## src/rtl/cache_bus_arb.sv

```systemverilog
// -----------------------------------------------------------------------------
// cache_bus_arb
//
// Two-master Avalon-MM burst arbiter. It shares one external memory bus
// between the instruction-cache (s0) and data-cache (s1) refill/writeback
// masters. One master is granted at a time, and the grant is held until that
// master's whole burst has completed.
//
// Arbitration policy:
//   default                      : round-robin. When both masters request,
//                                  the master that was not granted last wins.
//   CACHE_BUS_ARB_FIXED_PRIO_EN  : fixed priority. Master 1 (dcache) always
//                                  wins when both masters request.
//
// Ports:
//   clk, rest                  clock; asynchronous active-low reset
//   s0_* / s1_*                slave-side ports facing the icache / dcache
//                              master:
//                                address, byteEnable, read, write, writeData,
//                                beginBurstTransfer, burstCount   (inputs)
//                                waitRequest, readData, readDataValid (outputs)
//   m0_*                       master-side port facing the system bus
//   bus_idle                   high in IDLE while neither master is requesting
//
// Timing notes:
//   - A grant costs one IDLE cycle, and there is always at least one IDLE
//     cycle between two bursts.
//   - A burstCount of 0 is treated as a single beat.
// -----------------------------------------------------------------------------
module cache_bus_arb #(
    parameter int BURST_COUNT_WIDTH = 8,
    parameter int ADDR_WIDTH        = 32
) (
    input  logic                         clk,
    input  logic                         rest,

    input  logic [ADDR_WIDTH-1:0]        s0_address,
    input  logic [3:0]                   s0_byteEnable,
    input  logic                         s0_read,
    input  logic                         s0_write,
    input  logic [31:0]                  s0_writeData,
    input  logic                         s0_beginBurstTransfer,
    input  logic [BURST_COUNT_WIDTH-1:0] s0_burstCount,
    output logic                         s0_waitRequest,
    output logic [31:0]                  s0_readData,
    output logic                         s0_readDataValid,

    input  logic [ADDR_WIDTH-1:0]        s1_address,
    input  logic [3:0]                   s1_byteEnable,
    input  logic                         s1_read,
    input  logic                         s1_write,
    input  logic [31:0]                  s1_writeData,
    input  logic                         s1_beginBurstTransfer,
    input  logic [BURST_COUNT_WIDTH-1:0] s1_burstCount,
    output logic                         s1_waitRequest,
    output logic [31:0]                  s1_readData,
    output logic                         s1_readDataValid,

    output logic [ADDR_WIDTH-1:0]        m0_address,
    output logic [3:0]                   m0_byteEnable,
    output logic                         m0_read,
    output logic                         m0_write,
    output logic [31:0]                  m0_writeData,
    output logic                         m0_beginBurstTransfer,
    output logic [BURST_COUNT_WIDTH-1:0] m0_burstCount,
    input  logic                         m0_waitRequest,
    input  logic [31:0]                  m0_readData,
    input  logic                         m0_readDataValid,

    output logic                         bus_idle
);

    localparam logic [BURST_COUNT_WIDTH-1:0] BC_ONE = 1;

    typedef enum logic [1:0] {
        IDLE  = 2'd0,
        CMD   = 2'd1,
        RDATA = 2'd2,
        WDATA = 2'd3
    } state_t;

    state_t                       state;
    logic                         g;      // current grant: 0 = s0, 1 = s1
    logic [BURST_COUNT_WIDTH-1:0] cnt;    // beats remaining in the burst
`ifndef CACHE_BUS_ARB_FIXED_PRIO_EN
    logic                         last_grant;
`endif

    // -------------------------------------------------------------------------
    // Granted-master view. Everything downstream works on sel_* so that the
    // FSM and the output logic are written once for both masters.
    // -------------------------------------------------------------------------
    logic [ADDR_WIDTH-1:0]        sel_address;
    logic [3:0]                   sel_byteEnable;
    logic                         sel_read;
    logic                         sel_write;
    logic [31:0]                  sel_writeData;
    logic                         sel_beginBurstTransfer;
    logic [BURST_COUNT_WIDTH-1:0] sel_burstCount;

    always_comb begin
        if (g) begin
            sel_address            = s1_address;
            sel_byteEnable         = s1_byteEnable;
            sel_read               = s1_read;
            sel_write              = s1_write;
            sel_writeData          = s1_writeData;
            sel_beginBurstTransfer = s1_beginBurstTransfer;
            sel_burstCount         = s1_burstCount;
        end else begin
            sel_address            = s0_address;
            sel_byteEnable         = s0_byteEnable;
            sel_read               = s0_read;
            sel_write              = s0_write;
            sel_writeData          = s0_writeData;
            sel_beginBurstTransfer = s0_beginBurstTransfer;
            sel_burstCount         = s0_burstCount;
        end
    end

    // -------------------------------------------------------------------------
    // Arbitration
    // -------------------------------------------------------------------------
    logic req0, req1, win;

    assign req0 = s0_read | s0_write;
    assign req1 = s1_read | s1_write;

    always_comb begin
        win = req1;
        if (req0 && req1) begin
`ifdef CACHE_BUS_ARB_FIXED_PRIO_EN
            win = 1'b1;
`else
            win = ~last_grant;
`endif
        end
    end

    // -------------------------------------------------------------------------
    // Burst bookkeeping
    // -------------------------------------------------------------------------
    logic [BURST_COUNT_WIDTH-1:0] bc_eff;
    logic                         cmd_acc;
    logic                         wr_beat;
    logic                         burst_done;

    // A burstCount of zero is treated as a single beat.
    assign bc_eff  = (sel_burstCount == '0) ? BC_ONE : sel_burstCount;

    assign cmd_acc = (sel_read | sel_write) & ~m0_waitRequest;
    assign wr_beat = sel_write & ~m0_waitRequest;

    // Final beat of a burst. A read command gives an accept-only beat, because
    // its data arrives later in RDATA. cnt <= 1 also guards against an
    // unreachable zero count.
    always_comb begin
        burst_done = 1'b0;
        case (state)
            CMD:     burst_done = ~sel_read & wr_beat & (bc_eff == BC_ONE);
            RDATA:   burst_done = m0_readDataValid & (cnt <= BC_ONE);
            WDATA:   burst_done = wr_beat & (cnt <= BC_ONE);
            default: burst_done = 1'b0;
        endcase
    end

    // -------------------------------------------------------------------------
    // Control FSM
    // -------------------------------------------------------------------------
    always_ff @(posedge clk or negedge rest) begin
        if (!rest) begin
            state      <= IDLE;
            g          <= 1'b0;
            cnt        <= '0;
`ifndef CACHE_BUS_ARB_FIXED_PRIO_EN
            last_grant <= 1'b1;
`endif
        end else begin
`ifndef CACHE_BUS_ARB_FIXED_PRIO_EN
            if (burst_done)
                last_grant <= g;
`endif
            case (state)
                IDLE: begin
                    if (req0 | req1) begin
                        g     <= win;
                        state <= CMD;
                    end
                end
                CMD: begin
                    if (!sel_read && !sel_write) begin
                        // Master withdrew before acceptance; the grant is
                        // dropped without counting as a turn.
                        state <= IDLE;
                    end else if (cmd_acc) begin
                        if (sel_read) begin
                            cnt   <= bc_eff;
                            state <= RDATA;
                        end else if (bc_eff == BC_ONE) begin
                            state <= IDLE;
                        end else begin
                            cnt   <= bc_eff - BC_ONE;
                            state <= WDATA;
                        end
                    end
                end
                RDATA: begin
                    if (m0_readDataValid) begin
                        cnt <= cnt - BC_ONE;
                        if (burst_done)
                            state <= IDLE;
                    end
                end
                WDATA: begin
                    if (wr_beat) begin
                        cnt <= cnt - BC_ONE;
                        if (burst_done)
                            state <= IDLE;
                    end
                end
                default: state <= IDLE;
            endcase
        end
    end

    // -------------------------------------------------------------------------
    // Bus-side outputs
    // -------------------------------------------------------------------------
    always_comb begin
        m0_address            = '0;
        m0_byteEnable         = '0;
        m0_read               = 1'b0;
        m0_write              = 1'b0;
        m0_writeData          = '0;
        m0_beginBurstTransfer = 1'b0;
        m0_burstCount         = '0;
        case (state)
            CMD: begin
                m0_address            = sel_address;
                m0_byteEnable         = sel_byteEnable;
                m0_read               = sel_read;
                m0_write              = sel_write;
                m0_writeData          = sel_writeData;
                m0_beginBurstTransfer = sel_beginBurstTransfer;
                m0_burstCount         = sel_burstCount;
            end
            WDATA: begin
                // Write data beats carry no command, so no read and no
                // burst-start marker.
                m0_address    = sel_address;
                m0_byteEnable = sel_byteEnable;
                m0_write      = sel_write;
                m0_writeData  = sel_writeData;
                m0_burstCount = sel_burstCount;
            end
            default: ;
        endcase
    end

    // -------------------------------------------------------------------------
    // Master-side outputs
    // -------------------------------------------------------------------------
    logic pass_wait;    // the granted master sees the bus stall directly
    logic pass_valid;   // read beats go to the granted master only

    assign pass_wait  = (state == CMD) || (state == WDATA);
    assign pass_valid = (state == RDATA) & m0_readDataValid;

    assign s0_waitRequest   = (pass_wait && !g) ? m0_waitRequest : 1'b1;
    assign s1_waitRequest   = (pass_wait &&  g) ? m0_waitRequest : 1'b1;
    assign s0_readDataValid = pass_valid & ~g;
    assign s1_readDataValid = pass_valid &  g;

    // Read data is broadcast; readDataValid qualifies it per master.
    assign s0_readData = m0_readData;
    assign s1_readData = m0_readData;

    assign bus_idle = (state == IDLE) & ~req0 & ~req1;

endmodule

```

## config.mk

```make
export PLATFORM = sky130hd
export DESIGN_NAME = cache_bus_arb
export DESIGN_NICKNAME = d
export VERILOG_FILES = /design/src/rtl/cache_bus_arb.sv
export SDC_FILE = /design/constraint.sdc
export NUM_CORES = 1
export LEC_CHECK = 0
export ABC_AREA = 1
export CORE_AREA = 2 2 132 134
export CTS_CLUSTER_SIZE = 40
export DETAILED_ROUTE_END_ITERATION = 7
export DIE_AREA = 0 0 134 136
export PLACE_DENSITY = 0.64
export REMOVE_ABC_BUFFERS = 1
export SLEW_MARGIN = 25
export SYNTH_ARGS = -nofsm -noshare
export SYNTH_HDL_FRONTEND = slang
export SYNTH_SLANG_ARGS = --single-unit
```

## constraint.sdc

```tcl
create_clock -name clk -period 4 [get_ports clk]
set_input_delay 1 -clock clk [delete_from_list [all_inputs] [get_ports clk]]
set_output_delay 1 -clock clk [all_outputs]
set_load 0.01 [all_outputs]
```

==> key figures <==
Worst setup path
  – Endpoint class of the critical path: primary output
  – Crit Path Class: input pin to primary output
  – R2R setup slack: 1.37 ns
  – Required @ worst endpoint: 3.00 ns
  – Buf/Inv on CP: 3
  – Most used cell, CP: clkdlybuf4s50_1
  – CP Data Arrival Time: 2.50 ns
  – RR Startpoint: g$_DFFE_PN0P_
  – Worst setup startpoint: s1_read
  – Worst-path cell chain: clkdlybuf4s50_1 -> nand2_1 -> nand2_2 -> inv_2 -> nor2_1 -> clkdlybuf4s50_1
  – Startpoint Class: input pin
  – R2r endpoint: cnt[1]$_DFFE_PN0P_
  – Worst path max stage delay: 0.56 ns
  – Crit-path leading delay family: buffers and inverters
  – Crit-path max FO: 10
  – FF-to-FF path depth: 17
  – CP max-delay cell: clkdlybuf4s50_1

Synth
  – Sequential share of the synthesized area: 0.118
  – Seq cells post-synth: 12
  – Yosys top cell by area: a22o_1
  – Post-synth ARST share: 1.00
  – Cells after Synth: 399
  – Count of different cell masters after synthesis: 33
  – Cell Area, Synth: 2550 um^2
  – Ys flop type: dfrtp_1
  – Top cells by area, synth: a22o_1 23%, buf_4 19%, nand2_1 12%, dfrtp_1 11%, nor2_1 5.6%
  – Post-synth EDFFs: 0
  – Synth Warn #: 0
  – Yosys top cell area share: 0.234
  – Synth top cells by count: 81 x nand2_1, 68 x a22o_1, 65 x buf_4
  – Most frequent cell after synthesis: nand2_1
  – Syn avg cell area: 6.38 um^2

Floorplan
  – Die height: 136 um
  – Core area: 16900 um^2
  – Die W: 134 um
  – # IOs: 342
  – Initial core utilization: 0.151
  – Die area: 18200 um^2
  – Rows: 48

STA
  – RSZ-0062 raised after global routing: no
  – Highest Clock Rate: 286 MHz
  – Setup Skew: 0.00130 ns
  – Hold_ws: 0.485 ns
  – Final min period: 3.50 ns
  – Worst Max-Slew Pin Slew: 0.583 ns
  – Final worst slack: 0.505 ns
  – Hold Vio Cnt, Final: 0
  – Max_slew headroom: 0.610
  – Period utilization: 0.874
  – Slew Viols, Final: 0
  – Final setup viols: 0
  – Setup TNS: 0 ns

Clock network
  – Number of CTS-inserted buffers: 3
  – Clock Sinks: 12
  – CTS resizes: 0
  – Post-CTS Setup Inserts: 0
  – H-tree depth: 1
  – Cts hold-fix bufs: 0
  – Longest Clk Path Bufs: 2
  – Clk root buf: clkbuf_16
  – Later-pin clock latency in the skew report: 0.24 ns
  – CTS tree: built
  – CTS clk-pin slew, worst paths: 0.04 ns

Placement
  – Port bufs: 245
  – Placed Cells incl. Taps: 789
  – Detailed Place HPWL: 22500 um
  – DP Worst Slack: 0.498 ns
  – RD Place Congestion: 0.982

Power and ir drop
  – Power share of the combinational group: 0.809
  – Net Sw Frac: 0.469
  – Register share of total power: 0.112
  – Psw: 0.00110 W
  – Leak pwr: 2.01 nW
  – Peak VDD IR: 209 uV
  – Power density cells: 480 nW/um^2
  – Clk pwr share: 0.079
  – Int Pwr: 0.00124 W

GRT
  – Largest net degree at the start of global routing: 67
  – Antenna violations before repair: 23
  – Vias in the first global route: 3434
  – Grt ovf: 0
  – GRT Overall Usage: 0.265
  – First-pass GRT wire length: 31500 um

Final layout
  – Syn-to-layout area delta: 91.5%
  – Layout cell share with drive strength beyond 1: 0.0581
  – Post-layout nets: 767
  – Final-layout fill cell count: 1840
  – Core Util, Final: 0.289
  – Final cell count without fillers: 808

Hold path
  – Hold Path Stages: 2
  – Hold Path End: cnt[5]$_DFFE_PN0P_
  – Worst hold start: cnt[5]$_DFFE_PN0P_
  – Hold crit path type: flip-flop to flip-flop

Drt
  – Routed WL per cell: 30.6 um
  – Drt total wl: 24700 um
  – DRC viols: 0
  – Routed vias: 3648
  – DRT antenna net count: 0
  – DRT iter0 DRCs: 213
  – Vias per inst: 4.51
  – First-pass DRT Iterations: 5

Run
  – Max-Cap Viols: 0

Outcome
  – Status: finished clean
per-layer routing:
metal  GRT usage  vias to the layer above  share of wire
li1            -                     1655              -
met1       0.206                     1598           0.28
met2       0.416                      332           0.43
met3       0.289                       49           0.23
met4       0.124                       14          0.053
met5      0.0139                        -         0.0036
power by group through the flow:
stage	combinational, W	sequential, W	clock, W
finish	0.00189	0.000262	0.000186
global route	0.00206	0.000272	0.000193
CTS	0.00190	0.000259	0.000188
detailed placement	0.00190	0.000260	0
global placement	0.00189	0.000260	0
floorplan	0.000934	0.000252	0
cell families (layout without fill, tap and decap cells):
family / Yosys count / after routing / synth area share
AO/OA/AOI/OAI: 102 / 102 / 0.309
adder cells (fa/ha/maj): 4 / 4 / 0.0196
buffers and inverters: 123 / 292 / 0.283
flip-flops: 12 / 12 / 0.118
other: 0 / 15 / 0
AND/OR/NAND/NOR: 158 / 158 / 0.269
how the worst max path moves through the flow:
stage	endpoint	slack, ns	cells past startpoint
finish	m0_read	0.50	6
global route	m0_read	0.42	6
global placement	m0_read	0.52	6
detailed placement	m0_read	0.50	6
CTS	m0_read	0.50	6
floorplan	m0_address[0]	-0.19	3
state kept, by name, indices dropped and copies added (netlist names):
register / count
cnt: 8
state: 2
g: 1
last_grant: 1
layout by cell type, fill, tap and decap left out, drive strengths merged:
cell           instances
clkdlybuf4s50        245
nand2                 90
a22o                  68
nor2                  42
inv                   38
o21ai                 18
nand3                 17
diode                 15
dfrtp                 11
a21oi                 10
nand4                  5
buf                    5
ha                     4
clkbuf                 4
nor3                   3
o22ai                  2
or2                    1
o31ai                  1
a31oi                  1
a31o                   1
a211oi                 1
dfstp                  1
tightest hold or removal path: stages (launching register included):
cell and delay [ns]:
dfrtp_1 0.34, nand2_1 0.05, nand2_1 0.06
through the flow:
step | total power [W] | cell area (um^2)
final | 0.00234 | 4880
after detailed placement | 0.00216 | 4760
after global placement | 0.00215 | 4760
after global routing | 0.00253 | 4850
after floorplan | 0.00119 | 1970
after CTS | 0.00235 | 4840
area by class of cell:
class,count,area (um^2),share of cell area
Timing Repair Buffer,250,2500,0.513
Sequential cell,12,302,0.0618
Clock buffer,4,78.8,0.0162
Inverter,38,145,0.0298
Tap cell,225,282,0.0577
Antenna cell,15,37.5,0.00769
Multi-Input combinational cell,264,1530,0.314
Power figures use the tool's default switching activity.
